## config.mk

```make
export PLATFORM = sky130hd
export DESIGN_NAME = data_cache_controller
export DESIGN_NICKNAME = d
export VERILOG_FILES = /design/src/rtl/data_cache_controller.sv
export SDC_FILE = /design/constraint.sdc
export NUM_CORES = 2
export LEC_CHECK = 0
export BUFFER_PORTS_ARGS = -buffer_cell sky130_fd_sc_hd__buf_2
export CAP_MARGIN = 20
export CORE_ASPECT_RATIO = 0.75
export CORE_MARGIN = 5
export CORE_UTILIZATION = 45
export CTS_BUF_LIST = sky130_fd_sc_hd__clkbuf_4
export DETAILED_ROUTE_END_ITERATION = 10
export GPL_TIMING_DRIVEN = 0
export PLACE_DENSITY = 0.58
export SYNTH_ARGS = -nofsm -noshare
export SYNTH_HDL_FRONTEND = slang
export SYNTH_MEMORY_MAX_BITS = 65536
export SYNTH_SLANG_ARGS = --single-unit
```

## constraint.sdc

```tcl
create_clock -name clk -period 7.7 [get_ports clk]
set_clock_uncertainty 0.15 [all_clocks]
set_input_delay 1.54 -clock clk [delete_from_list [all_inputs] [get_ports clk]]
set_output_delay 1.54 -clock clk [all_outputs]
set_load 0.05 [all_outputs]
```

## src/rtl/data_cache_controller.sv

```systemverilog
// data_cache_controller
//   Direct-mapped, write-through, no-write-allocate data cache controller.
//   Geometry: 32 lines x 4 words x 32 bits. Word address layout is
//   tag[9:7], index[6:2], offset[1:0].
//
// Ports
//   clk        : single clock, rising-edge active
//   rst        : synchronous, active-low reset
//   cpu_rd     : CPU load request, held until stall is low
//   cpu_wr     : CPU store request, held until stall is low (wins over cpu_rd)
//   cpu_addr   : CPU word address
//   cpu_wdata  : CPU store data
//   cpu_rdata  : load data, valid when cpu_rd=1 and stall=0, otherwise 0
//   stall      : CPU must hold its request and inputs while high
//   mem_rd_en  : block read enable to data memory
//   mem_wr_en  : word write enable to data memory
//   mem_addr   : latched request address
//   mem_wdata  : latched store data
//   mem_rdata  : 128-bit block from memory, word n at bits [32n+31:32n]
//   mem_done   : one-cycle registered completion pulse from memory
module data_cache_controller (
    input  logic         clk,
    input  logic         rst,
    input  logic         cpu_rd,
    input  logic         cpu_wr,
    input  logic [9:0]   cpu_addr,
    input  logic [31:0]  cpu_wdata,
    output logic [31:0]  cpu_rdata,
    output logic         stall,
    output logic         mem_rd_en,
    output logic         mem_wr_en,
    output logic [9:0]   mem_addr,
    output logic [31:0]  mem_wdata,
    input  logic [127:0] mem_rdata,
    input  logic         mem_done
);

    typedef enum logic [1:0] {
        IDLE    = 2'd0,
        RD_MISS = 2'd1,
        WR_MEM  = 2'd2
    } state_t;

    state_t state, state_next;

    logic [31:0]  valid;
    logic [2:0]   tag_mem  [32];
    logic [127:0] data_mem [32];

    logic [9:0]   addr_q;
    logic [31:0]  wdata_q;

    logic [2:0]   req_tag;
    logic [4:0]   req_idx;
    logic [1:0]   req_off;
    logic [4:0]   lat_idx;
    logic [1:0]   lat_off;
    logic         hit;

    function automatic logic [31:0] word_sel(input logic [127:0] blk, input logic [1:0] off);
        return blk[{off, 5'b0} +: 32];
    endfunction

    assign req_tag = cpu_addr[9:7];
    assign req_idx = cpu_addr[6:2];
    assign req_off = cpu_addr[1:0];
    assign lat_idx = addr_q[6:2];
    assign lat_off = addr_q[1:0];
    assign hit     = valid[req_idx] && (tag_mem[req_idx] == req_tag);

    assign mem_addr  = addr_q;
    assign mem_wdata = wdata_q;

    // The memory transfer starts in the same cycle the request is accepted,
    // so the enable is raised from IDLE as well; the memory only samples the
    // address/data once its transfer completes, by which time the latches hold them.
    always_comb begin
        state_next = state;
        stall      = 1'b0;
        mem_rd_en  = 1'b0;
        mem_wr_en  = 1'b0;
        cpu_rdata  = '0;
        case (state)
            IDLE: begin
                if (cpu_wr) begin
                    stall      = 1'b1;
                    mem_wr_en  = 1'b1;
                    state_next = WR_MEM;
                end else if (cpu_rd) begin
                    if (hit) begin
                        cpu_rdata = word_sel(data_mem[req_idx], req_off);
                    end else begin
                        stall      = 1'b1;
                        mem_rd_en  = 1'b1;
                        state_next = RD_MISS;
                    end
                end
            end
            RD_MISS: begin
                if (mem_done) begin
                    cpu_rdata  = word_sel(mem_rdata, lat_off);
                    state_next = IDLE;
                end else begin
                    stall     = 1'b1;
                    mem_rd_en = 1'b1;
                end
            end
            WR_MEM: begin
                if (mem_done) begin
                    state_next = IDLE;
                end else begin
                    stall     = 1'b1;
                    mem_wr_en = 1'b1;
                end
            end
            default: state_next = IDLE;
        endcase
    end

    always_ff @(posedge clk) begin
        if (!rst) begin
            state   <= IDLE;
            valid   <= '0;
            addr_q  <= '0;
            wdata_q <= '0;
        end else begin
            state <= state_next;
            if (state == IDLE) begin
                if (cpu_wr) begin
                    addr_q  <= cpu_addr;
                    wdata_q <= cpu_wdata;
                end else if (cpu_rd && !hit) begin
                    addr_q <= cpu_addr;
                end
            end
            if (state == RD_MISS && mem_done) begin
                valid[lat_idx] <= 1'b1;
            end
        end
    end

    // Tag and data arrays are not cleared; the valid bits alone qualify them.
    // A reset cycle suppresses both the store-hit update and the miss fill.
    always_ff @(posedge clk) begin
        if (rst) begin
            if (state == IDLE && cpu_wr && hit) begin
                data_mem[req_idx][{req_off, 5'b0} +: 32] <= cpu_wdata;
            end
            if (state == RD_MISS && mem_done) begin
                tag_mem[lat_idx]  <= addr_q[9:7];
                data_mem[lat_idx] <= mem_rdata;
            end
        end
    end

endmodule

```

# After elaboration in Yosys (flattened, before gate mapping)
# Memories as Yosys holds them, arrays and structs flattened.
# Cells that the tools add are included.
# W data, S select, Z words.
[totals] reg_bits=76 in_bits=175 ram_bits=4192 n_memories=2 wordCells=69
[op_classes] mux=34 n_eq_ne=6 bitwise_logic=1 reduce_logical=14 addsub=1 n_lt_le_gt_ge=3 shifts=4
[mem_list] memory="data_mem" depth=32 word_bits=128 read_ports=1 rd_ports_with_merged_regs=0 wr=1 line_no="48" text="logic [127:0] data_mem [32];"
[mem_list] memory="tag_mem" depth=32 word_bits=3 read_ports=1 rd_ports_with_merged_regs=0 wr=1 line_no="47" text="logic [2:0] tag_mem [32];"
[ops] cell="$mux W128" count=3
[ops] cell="$shiftx A128 B8 Y32" count=2
[ops] cell="$mux W32" count=4
[ops] cell="$reduce_or A128 Y1" count=1
[ops] cell="$shift A32 B9 Y128 const A" count=1
[ops] cell="$shiftx A32 B9 Y128" count=1
[ops] cell="$pmux W32 S2" count=1
[ops] cell="$or A32 B32 Y32" count=1
[ops] cell="$mux W10" count=2
[ops] cell="$mux W1" count=13
[ops] cell="$lt A5 B6 Y1 const B" count=2
[ops] cell="$neg A7 Y9" count=1
[ops] cell="$mux W2" count=4
[ops] cell="$logic_and A1 B1 Y1" count=6
[ops] cell="$ne A3 B3 Y1 const B" count=2
[ops] cell="$pmux W1 S2" count=3
[ops] cell="$bmux W1 S5" count=1
[ops] cell="$demux W1 S5" count=1
[ops] cell="$ge A5 B1 Y1 const B" count=1
[ops] cell="$mux W5" count=1
[ops] cell="$pmux W2 S2" count=1
[ops] cell="$reduce_and A2 Y1" count=2
[ops] cell="$eq A3 B3 Y1" count=1
[ops] cell="$reduce_and A3 Y1" count=1
[ops] cell="other kinds (7)" count=7

# Depth between registers and ports, before layout
[depth] word_depth=8 ltp_mapped=12

# Worst setup path after synthesis
# No wires, ideal clock.
[synth_timing] path_type="input -> output" from="in cpu_addr[3]" to="out cpu_rdata[30]" required_ns=6.010 path_stages=12 t_arrival_ns=4.309 slack_ns=1.701 cell_sequence="buf_4 -> buf_4 -> buf_2 -> buf_2 -> clkbuf_1 -> buf_1 -> mux4_2 -> mux4_2 -> mux2i_1 -> o22ai_1 -> a21oi_1 -> o21ai_1"
[synth_via] elab_chain_len=7 elab_cells_between_ends=11 cone_classes="eq/ne: 1; shift: 1; mux: 6; reduce/logical: 1; memory: 2"
[synth_lines] item="from (decl)" line_no="26" text="input logic [9:0] cpu_addr,"
[synth_lines] item="parallel branches: the longest is 3 deep, another holds $mem_v2 Z32 W128"
[synth_lines] item="$mux W32 *" line_no="90" text="if (hit) begin"
[synth_lines] item="$mux W32 *" line_no="89" text="end else if (cpu_rd) begin"
[synth_lines] item="$mux W32 *" line_no="85" text="if (cpu_wr) begin"
[synth_lines] item="$pmux W32 S2 *" line_no="83" text="case (state)"
[synth_lines] item="to (decl)" line_no="28" text="output logic [31:0] cpu_rdata,"
# Every way passes the cells marked *. The select of a mux whose other input is x is not followed.

# Worst setup path in the final report
[layout_timing] from="in cpu_addr[3]" to="out cpu_rdata[28]"
# The elaborated chain is that of the path after synthesis.

==> results.md <==
- Status: finished with violations
- Failing checks: setup timing
- HP Class: input port to flop
- I/O pin total: ~250
- Non-filler cells, final: roughly 14000
- Synthesized Nets: 7075
- Kind of launch point of the worst setup path: input port
- Asr flop ratio synth: 0%
- EDFF count, synth: between 4000 and 5000
- Worst Max-Slew Pin Slew: 1.17 ns
- Area leader, netlist: edfxtp_1
- Mapped Cells: 6891
- Worst rel slew slack: 21.9%
- Worst Setup End Kind: primary output
- DRT Pass-1 Iters: 6
- CTS Root Cell: clkbuf_4
- WL per Instance: between 30 and 40 µm
- Crit-path max FO: 10
- Layout cell share with drive strength beyond 1: between 40 and 50%
- Cells after DPL: 12301
- Most frequent cells in the layout: edfxtp_1 (4192), clkbuf_4 (1577), mux4_2 (1363)
- FF/Latch Area: 127000 µm²
- Bufs on Longest Clock Path: 5
- Fmax: ~130 MHz
- Die X: 710 µm
- Largest net degree at the start of global routing: 35
- CP required: ~6 ns
- # DRC: 0
- Fillers: 27853
- Placement Cell Area: around 180000 µm²
- Top layer in use: met5
- Vias in the first global route: around 88000
- Area of the multi-input gates: between 30000 and 40000 µm²
- Sequential area share after synthesis: between 70 and 80%
- Post-Synth XOR/XNOR Area: 0.0106%
- Static leakage: approximately 66 nW
- Place WS: -1.77 ns
- Top_reg_cell synth: edfxtp_1
- Adder-Cell Fraction of Synth Area: less than 1%
- WL met1: ~210000 µm
- Synth Cell Area: ~170000 µm²
- Final hold vios: 0
- Ranking of synthesized cells by area: edfxtp_1 (76%), mux4_2 (19%), dfxtp_1 (0.92%)
- H-tree depth: 7
- WL final: between 500000 and 600000 µm
- Nets: just under 9000
- Synth-to-Final Area Change: 18.6%
- Rows: about 190
- WP data arrival: 6.05 ns
- CP startpoint: cpu_addr[3]
- Largest family of logic cells by synthesized area: multiplexers
- Multiplexer share of the synthesized area: about a fifth
- Final worst-path setup slack: -0.0389 ns
- Cell variety after synth: 48
- Final Setup Violations: 3
- Full die area: 380000 µm²
- Clock Latency Late Sink: 1.70 ns
- Final instance area: a little under 200000 µm²
- Vias post-DR: just under 90000
- Synth top area share: roughly three quarters
- Initial antenna violation count: 73
- Starting density of the core: roughly 45%
- IO buf count: 247
- Final period utilization: 101%
- Clk sinks: about 4300
- Simple-Gate Fraction of Synth Area: 0.712%
- RR Startpoint: state[1]$_SDFFE_PN0P_
- Compound-cell area share of the yosys netlist: 1.79%
- Vias per inst: roughly 6.3
- Core Area: about 370000 µm²
- TritonCTS Buffers: approximately 1100
- DR iter-0 viols: ~13000
- Hpwl dp: roughly 380000 µm
- CTS tree: done
- Crit path time final: 7.74 ns
- Crit path kind: input port to primary output
- Max-Cap Viols: 0
- Metal2 WL: 242000 µm
- Pwr per Cell Area: 241 nW/µm²
- Most common cell after layout, fill and taps aside: edfxtp_1
- GPL Wtd Cong: slightly above 1
- Flops & latches, synth: 4268
- Global-route wire length before repair: between 700000 and 800000 µm
- Die Y: around 530 µm
- Met3 WL: roughly 65000 µm
- GRT Residual Overflow: 0
- Setup tns final: -0.0823 ns
- Final max-slew violation count: 0
- Detail Route Antenna Nets: 0
- VDD IR max: around 0.16 mV
- Clock-pin slew on the worst setup and hold paths: about 0.08 ns
- Total track usage: between 20% and 30%
- Post-Syn Area per Cell: 24.0 µm²
- Hold_sp: cpu_wdata[30]
- Ys Warns: 0
critical path, stage by stage:
cell and delay (ns):
buf_4 0.15, buf_4 0.31, buf_4 0.36, buf_6 0.31
clkbuf_2 0.34, buf_6 0.21, clkdlybuf4s18_2 0.48, mux4_2 0.37
mux4_2 0.51, mux2i_1 0.39, o22ai_1 0.14, a21oi_1 0.36
o21ai_1 0.20, buf_2 0.28
registers in the layout (all words and copies together), names as in the netlist:
name,count
data_mem,4096
mem_addr,10
mem_wdata,32
state,2
tag_mem,96
valid,32
cell families (layout without fill, tap and decap cells):
family / after synthesis / after routing
other: 0 / 53
DFF: 4268 / 4268
and+or+nand+nor: 268 / 268
xor gates and xnor gates: 2 / 2
adders and majority gates: 9 / 9
muxes: 1468 / 1468
AOI/OAI and AO/OA: 453 / 453
buffers and inverters: 423 / 2825
cells in the mapped netlist, types with 2 or more instances:
| master | instances |
|---|---|
| o21ai_1 | 34 |
| dfxtp_1 | 76 |
| buf_6 | 9 |
| clkbuf_1 | 241 |
| nor3_1 | 3 |
| a211oi_1 | 3 |
| buf_4 | 36 |
| edfxtp_1 | 4192 |
| mux2i_1 | 104 |
| and3_1 | 5 |
| nand4_1 | 10 |
| a21o_1 | 33 |
| inv_1 | 6 |
| nand2_1 | 137 |
| xnor2_1 | 2 |
| inv_2 | 2 |
| o31ai_1 | 2 |
| nand3_1 | 39 |
| a22oi_1 | 14 |
| a22o_1 | 128 |
| mux4_2 | 1363 |
| ha_1 | 9 |
| nor4b_1 | 3 |
| buf_1 | 37 |
| nand3b_1 | 4 |
| buf_2 | 91 |
| a32oi_1 | 2 |
| o22ai_1 | 32 |
| o21ai_0 | 2 |
| and2_1 | 3 |
| or3_1 | 2 |
| nor2b_1 | 7 |
| a21oi_1 | 196 |
| nor2_1 | 49 |
| nand2b_1 | 2 |
area by class of cell:
type                            instances  share of cell area (%)
Tap cell                             4850                    3.10
Buffer                                413                    1.15
Inverter                                9                  0.0172
Sequential cell                      4268                    65.0
Clock buffer                         1566                    6.00
Timing Repair Buffer                  663                    4.87
Multi-Input combinational cell       2200                    19.4
Antenna cell                           53                  0.0677
Clock inverter                        174                   0.424
routing by layer:
layer	up-vias	GRT usage (%)
met5	-	0
met4	14	16.3
met3	1092	9.35
met2	6066	41.0
met1	47669	39.8
li1	34209	-
path summary, 6_finish.rpt:
check	to	slack, ns	cells past startpoint
max	cpu_rdata[28]	-0.04	14
min	mem_wdata[30]$_SDFFE_PN0P_	0.28	3
min reg2reg	valid[22]$_SDFFE_PN0P_	0.30	1
max reg2reg	data_mem[27][94]$_DFFE_PP_	1.70	10
metrics by stage:
step           total power [mW]  hold WS [ns]  util [%]
2_1_floorplan              27.6         0.271         -
3_3_place_gp               29.1         0.278      47.2
3_5_place_dp               29.2         0.286      49.4
4_1_cts                    47.5        0.0224      53.2
5_1_grt                    49.0         0.120      53.6
6_report                   47.3         0.276      53.7
repair_timing:
item	CTS	global route
setup endpoints to repair	32	24
pin swaps	1	0
gates resized for setup	261	54
hold buffers	33	0
buffers inserted	2	0
endpoints found under the hold margin	33	0
where the power goes:
| group | leakage, nW | internal, mW | switching [mW] | total [mW] |
|---|---|---|---|---|
| logic | 17.0 | 1.18 | 2.26 | 3.44 |
| clock network | 7.63 | 9.45 | 8.87 | 18.3 |
| registers | 41.7 | 25.5 | 0.0278 | 25.5 |
Power figures use the tool's default switching activity.
